## config.mk

```make
export PLATFORM = sky130hd
export DESIGN_NAME = rom_fetch_ctrl
export DESIGN_NICKNAME = d
export VERILOG_FILES = /design/src/rtl/rom_fetch_ctrl.sv
export SDC_FILE = /design/constraint.sdc
export NUM_CORES = 1
export LEC_CHECK = 0
export CAP_MARGIN = 5
export CORE_MARGIN = 1.5
export CORE_UTILIZATION = 51
export DETAILED_ROUTE_END_ITERATION = 16
export PLACE_DENSITY = 0.8
export SETUP_SLACK_MARGIN = 0.3
export SYNTH_ARGS = -nofsm -noshare
export SYNTH_HDL_FRONTEND = slang
export SYNTH_SLANG_ARGS = --single-unit
```

## constraint.sdc

```tcl
create_clock -name clk -period 2.12 [get_ports clk]
set_input_delay 0.53 -clock clk [delete_from_list [all_inputs] [get_ports clk]]
set_output_delay 0.53 -clock clk [all_outputs]
set_load 0.005 [all_outputs]
```

## src/rtl/rom_fetch_ctrl.sv

```systemverilog
// ROM line-fill controller: fetches bytes of one 16-byte cache line from the ROM bus,
// starting at the missing PC and stopping at the end of the line.
//
// state    | meaning
// ---------+-----------------------------------------------------------
// IDLE     | no fill in progress, waiting for a cache miss
// WAIT_BUS | fill pending, ROM bus not granted to the GSU
// ACCESS   | rom_rd high, counting ROM access cycles for the byte at fa
// DELIVER  | romrdy strobe, byte at fill_addr written into cache RAM
module rom_fetch_ctrl #(
    parameter int WAIT_CYCLES = 3
) (
    input  logic        clk,
    input  logic        rst_n,
    input  logic        fetch_req,
    input  logic [15:0] pc,
    input  logic [7:0]  pbr,
    input  logic        ron,
    input  logic        abort,
    input  logic [7:0]  rom_data,
    output logic [23:0] rom_addr,
    output logic        rom_rd,
    output logic [7:0]  instr_in,
    output logic [15:0] fill_addr,
    output logic        romrdy,
    output logic        busy
);

    typedef enum logic [1:0] {IDLE, WAIT_BUS, ACCESS, DELIVER} state_t;

    localparam logic [3:0] LAST_CNT = 4'(WAIT_CYCLES - 1);

    state_t      state;
    logic [3:0]  cnt;
    logic [15:0] fa;
    logic [7:0]  bank;
    logic        romrdy_r;

    always_ff @(posedge clk or negedge rst_n) begin
        if (!rst_n) begin
            state     <= IDLE;
            cnt       <= 4'd0;
            fa        <= 16'h0000;
            bank      <= 8'h00;
            instr_in  <= 8'h00;
            fill_addr <= 16'h0000;
            rom_addr  <= 24'h0;
            rom_rd    <= 1'b0;
            romrdy_r  <= 1'b0;
        end else begin
            romrdy_r <= 1'b0;
            if (abort) begin
                state    <= IDLE;
                cnt      <= 4'd0;
                rom_rd   <= 1'b0;
                rom_addr <= 24'h0;
            end else begin
                case (state)
                    IDLE: begin
                        if (fetch_req) begin
                            fa   <= pc;
                            bank <= pbr;
                            cnt  <= 4'd0;
                            if (ron) begin
                                state    <= ACCESS;
                                rom_rd   <= 1'b1;
                                rom_addr <= {pbr, pc};
                            end else begin
                                state <= WAIT_BUS;
                            end
                        end
                    end
                    WAIT_BUS: begin
                        if (ron) begin
                            state    <= ACCESS;
                            cnt      <= 4'd0;
                            rom_rd   <= 1'b1;
                            rom_addr <= {bank, fa};
                        end
                    end
                    ACCESS: begin
                        // Losing the bus throws away the partial access entirely.
                        if (!ron) begin
                            state    <= WAIT_BUS;
                            cnt      <= 4'd0;
                            rom_rd   <= 1'b0;
                            rom_addr <= 24'h0;
                        end else if (cnt == LAST_CNT) begin
                            state     <= DELIVER;
                            cnt       <= 4'd0;
                            instr_in  <= rom_data;
                            fill_addr <= fa;
                            romrdy_r  <= 1'b1;
                            rom_rd    <= 1'b0;
                            rom_addr  <= 24'h0;
                        end else begin
                            cnt <= cnt + 4'd1;
                        end
                    end
                    DELIVER: begin
                        if (fa[3:0] == 4'hF) begin
                            state <= IDLE;
                        end else begin
                            fa  <= fa + 16'd1;
                            cnt <= 4'd0;
                            if (ron) begin
                                state    <= ACCESS;
                                rom_rd   <= 1'b1;
                                rom_addr <= {bank, fa + 16'd1};
                            end else begin
                                state <= WAIT_BUS;
                            end
                        end
                    end
                    default: state <= IDLE;
                endcase
            end
        end
    end

    // An abort arriving during DELIVER must keep the cache from writing that byte.
    assign romrdy = romrdy_r & ~abort;
    assign busy   = (state != IDLE);

endmodule

```

== Yosys cells after proc, flatten, opt, wreduce, memory -nomap -nowiden ==
Cells that the tools add are included.
Cells by class
  eq/ne operators: 13
  multiplexer cells: 38
  add/subtract/negate cells: 2
  bitwise gates (word level): 2
  reduce and logical (&&, ||, !) cells: 10
Operators with widths (number)
  $mux W24: 8
  $pmux W24 S4: 1
  $mux W16: 2
  $pmux W16 S2: 1
  $mux W4: 6
  $add A16 B1 Y16 const B: 1
  $pmux W4 S4: 1
  $ne A3 B3 Y1 const B: 5
  $mux W2: 7
  $reduce_and A3 Y1: 4
  $mux W1: 10
  $pmux W2 S4: 1
  $reduce_and A4 Y1: 2
  $reduce_and A6 Y1: 1
  $add A4 B1 Y4 const B: 1
  $eq A2 B2 Y1 const B: 2
  $eq A4 B2 Y1 const B: 1
  $eq A4 B4 Y1 const B: 1
  $ne A2 B2 Y1 const B: 2
  $ne A4 B4 Y1 const B: 1
  $pmux W1 S4: 1
  $reduce_bool A2 Y1: 2
  $eq A2 B1 Y1 const B: 1
  $logic_not A2 Y1: 1
  2 further kinds: 2
Word-level totals
  flip-flop bits (word level): 80
  input bits: 37
  output and inout bits: 51

== Depth between registers and ports, before layout ==
Gate-level depths: netlist of run 1.
  depth in word-level cells: 5
  depth in mapped cells: 7

== Worst setup path after synthesis of run 1 ==
No wires, ideal clock.
  path kind: register to register
  start: register fa[0]
  end: register rom_addr[12]
  cell stages (with the launch flop): 7
  data arrival time: 1.782 ns
  slack: 0.211 ns
  clock period less this slack: 1.909 ns
  path buffers: 1
  cell sequence: dfrtp_1 -> ha_1 -> nand4_1 -> o22ai_2 -> or2_1 -> buf_2 -> mux2_1
On the way
  cells in the longest elaborated chain, start to end: 5
RTL lines
  start, declared: RTL line 35  | logic [15:0] fa;
  start signal, assigned: RTL line 61  | fa <= pc;
  start signal, assigned: RTL line 104  | fa <= fa + 16'd1;
  $add A16 B1 Y16: RTL line 109  | rom_addr <= {bank, fa + 16'd1};
  $mux W24: RTL line 106  | if (ron) begin
  $mux W24: RTL line 101  | if (fa[3:0] == 4'hF) begin
  $pmux W24 S4: RTL line 58  | case (state)
  $mux W24: RTL line 52  | if (abort) begin
  end signal, assigned: RTL line 67  | rom_addr <= {pbr, pc};
  end signal, assigned: RTL line 78  | rom_addr <= {bank, fa};
  end signal, assigned: RTL line 109
  end, declared: RTL line 21  | output logic [23:0] rom_addr,
Parallel ways exist; a longest one is shown, timed or not. The select of a mux whose other input is x is not followed.
A chain may end at the register's enable or synchronous reset.

== Worst setup path after layout of run 1 ==
  start: register cnt[0]
  end: register rom_addr[3]
On the way
  cells in the longest elaborated chain, start to end: 3
RTL lines
  start, declared: RTL line 34  | logic [3:0] cnt;
  start signal, assigned: RTL line 97  | cnt <= cnt + 4'd1;
  $eq A4 B2 Y1: RTL line 88  | end else if (cnt == LAST_CNT) begin
  $ne A4 B4 Y1 (no line)
  $reduce_and A6 Y1 (no line)
Every way passes these cells.

==> impl_metrics.csv, run 1 <==
group,metric,value,unit
critical_path,cp_slowest_cell,"dfrtp_1",
floorplanning,io_pins,88,
timing,rsz0062_at_grt,"true",
routing,ant_nets,0,
timing,min_period,1808,ps
floorplanning,initial_core_util,53.25,%
routing,vias,3882,
floorplanning,dieArea,8746,um^2
routing,drtIter0Drc,386,
synthesis,seq_area_frac_synth,47.90,%
critical_path,endpoint_kind,"flop",
layout,syn_to_final_growth,41.38,%
routing,viasPerCell,6.162,
routing,wl_per_cell,19.92,um
cts,clk_pin_slew,90,ps
synthesis,syn_nets,443,
synthesis,async_flop_share,100.0,%
critical_path,arrival,2040,ps
placed_design,place_congestion,0.9334,
placed_design,dpl.cell_count,600,
cts,cts_hold_buffers,0,
cts,cts_buffers,9,
synthesis,synthCells,403,
routing,routed_wirelength,12550,um
routing,drc,0,
layout,drive_above_1_share,27.65,%
timing,fmaxAchievable,553.1,MHz
power,p_leak,2.546,nW
cts,cts_tree,"done",
critical_path,critPathKind,"flop to flop",
global_routing,grt_max_degree,35,
timing,skew,9.933,ps
floorplanning,die_y,93.52,um
power,powerDensity,899.4,nW/um^2
synthesis,synth.most_common_cell,"dfrtp_1",
floorplanning,core,7848,um^2
global_routing,grt-ovfl-total,0,
layout,nets,563,
job,max-cap-violations,0,
synthesis,synth-main-ff-cell,"dfrtp_1",
global_routing,antenna_found_initial,0,
synthesis,synth_largest_area_cell,"dfrtp_1",
timing,setup_violations,0,
run_status,status,"complete, no violations",
synthesis,netlist.area_leader.share,47.90,%
critical_path,max_stage_delay,390,ps
floorplanning,die_x,93.52,um
cts,clkLatencyLatePin,350,ps
synthesis,syn_avg_cell_area,10.37,um^2
floorplanning,num_rows,32,
timing,fin_crit_sh,85.28,%
cts,cts_max_level,3,
synthesis,syn_area,4179,um^2
placed_design,numPortBuffers,87,
cts,cts.sinks,80,
global_routing,grtUsageTotal,29.53,%
global_routing,grt_pass1_vias,3781,
timing,timing.hold.ws,27.88,ps
placed_design,hpwl,8687,um
min_path,hp-class,"input pin to async pin",
layout,n_antenna_cell,0,
global_routing,grt_first_pass_wirelength,19550,um
critical_path,crit_buf_inv,2,
routing,dr.pass1.iters,5,
synthesis,synth_edf_count,0,
timing,slew_headroom,69.37,%
timing,maxSlewViolCount,0,
timing,hold_viol,0,
critical_path,cp-start-kind,"flop",
critical_path,worst_ep_required_time,2350,ps
cts,clockRootBuffer,"clkbuf_8",
layout,final_cells,630,
power,peakVddDrop,441.6,uV
timing,tightest_slew,455.3,ps
critical_path,crit_family,"simple AND/OR/NAND/NOR gates",
synthesis,ys_ff_latch,80,
layout,fill_cells,566,
cts,clk_path_buf_depth,2,
synthesis,yosysWarnings,0,
synthesis,ys_types,61,
critical_path,crit_chain,"inv_1, ha_2, nor3b_4, o22ai_2, or2_4, buf_6, a32o_1",
critical_path,cp_max_fo,7,
synthesis,synthTopCellsByArea,"dfrtp_1 (48%), mux2_2 (8.9%), o21ai_0 (4.1%)",
synthesis,synth_commonest_cells,"dfrtp_1 (80), o21ai_0 (34), mux2_2 (33)",
[sequential cells by signal (all words and copies together), names as in the netlist]
| name | count |
|---|---|
| bank | 8 |
| cnt | 4 |
| fa | 16 |
| fill_addr | 16 |
| instr_in | 8 |
| rom_addr | 24 |
| rom_rd | 1 |
| romrdy_r | 1 |
| state | 2 |
[power by group]
group | switching [mW] | internal (mW) | total (mW)
combinational | 0.996 | 1.01 | 2.01
clock | 0.566 | 0.539 | 1.10
sequential | 0.359 | 1.84 | 2.20
[final timing paths]
path | start | to | slack, ps | cells after the start
min in group clk | fill_addr[4]$_DFFE_PN0P_ | fill_addr[4]$_DFFE_PN0P_ | 500 | 2
max | cnt[0]$_DFFE_PN0P_ | rom_addr[3]$_DFFE_PN0P_ | 310 | 7
min | rst_n | rom_addr[2]$_DFFE_PN0P_ | 30 | 1
max in group asynchronous | rst_n | rom_addr[21]$_DFFE_PN0P_ | 1560 | 2
max reg2reg | cnt[0]$_DFFE_PN0P_ | rom_addr[3]$_DFFE_PN0P_ | 310 | 7
min reg2reg | fill_addr[4]$_DFFE_PN0P_ | fill_addr[4]$_DFFE_PN0P_ | 500 | 2
[cell type report]
class	count	area, um^2	area share [%]
well taps	102	127.6	2.160
inverters	10	37.54	0.6353
clock buffers	10	127.6	2.160
clock inverters	6	60.06	1.017
flip-flops and latches	80	2006	33.95
repair buffers	144	1394	23.59
multi-input cells	278	2156	36.49
[placed cells by master, fill, tap and decap left out, types with 4 or more instances in the layout]
cell type | synthesis | layout
nor4_1 | 7 | 4
o31ai_2 | 0 | 8
o21ai_0 | 34 | 29
buf_6 | 0 | 7
nand2_1 | 21 | 19
buf_12 | 0 | 4
mux2_2 | 33 | 33
dfrtp_1 | 80 | 77
clkbuf_8 | 0 | 9
nand2b_1 | 4 | 4
a31oi_1 | 8 | 8
o2bb2ai_1 | 8 | 8
buf_4 | 4 | 44
nor2b_1 | 5 | 4
o22a_1 | 4 | 4
a22oi_1 | 14 | 14
nand4_1 | 5 | 5
mux2i_1 | 10 | 9
a21oi_1 | 19 | 19
inv_1 | 10 | 10
clkdlybuf4s50_1 | 0 | 80
nor2_1 | 23 | 22
o21ai_1 | 1 | 6
nand3_1 | 9 | 9
[metal layers]
metal / track usage (%) / vias up / wire, um
met1: 40.08 / 1950 / 5123
met3: 6.504 / 18 / 943
met2: 47.04 / 159 / 6233
met4: 9.217 / 0 / 247
li1: - / 1755 / -
met5: 0 / - / 0
[cell families (layout without fill, tap and decap cells)]
| family | after synthesis | in the layout | synth area share, % |
|---|---|---|---|
| XOR/XNOR | 1 | 1 | 0.2096 |
| adder cells (fa/ha/maj) | 3 | 3 | 0.8983 |
| flip-flops | 80 | 80 | 47.90 |
| buffers and inverters | 45 | 170 | 5.000 |
| multiplexers | 44 | 44 | 11.56 |
| AND/OR/NAND/NOR | 101 | 101 | 13.50 |
| AO/OA/AOI/OAI | 129 | 129 | 20.93 |
[stage by stage]
step                power (mW)  worst slack (ps)  area [um^2]  utilization, %  setup TNS (ps)
detailed placement       3.955            -253.4         5391           68.70           -9814
finish                   5.314             312.0         5908           75.29               0
floorplan                3.110             307.2         4198               -               0
CTS                      5.124             296.2         5703           72.67               0
global route             5.614             232.9         5908           75.29               0
global placement         3.908            -237.6         5391           68.70           -6698
[timing repair]
item	4_1_cts	5_1_grt
pin swaps	5	11
setup endpoints to repair	72	56
gates cloned	1	1
setup buffers	8	4
gates resized for setup	24	36
Note: power is estimated with default switching activity, not from simulation.
==> inputs of run 2 (changes only) <==
--- a/config.mk
+++ b/config.mk
@@ -5,6 +5,7 @@
 export SDC_FILE = /design/constraint.sdc
 export NUM_CORES = 1
 export LEC_CHECK = 0
+export ABC_CLOCK_PERIOD_IN_PS = 2120
 export CAP_MARGIN = 5
 export CORE_MARGIN = 1.5
 export CORE_UTILIZATION = 51
==> results of run 2 <==
Final layout, timing and power as in run 1 (identical DEF).
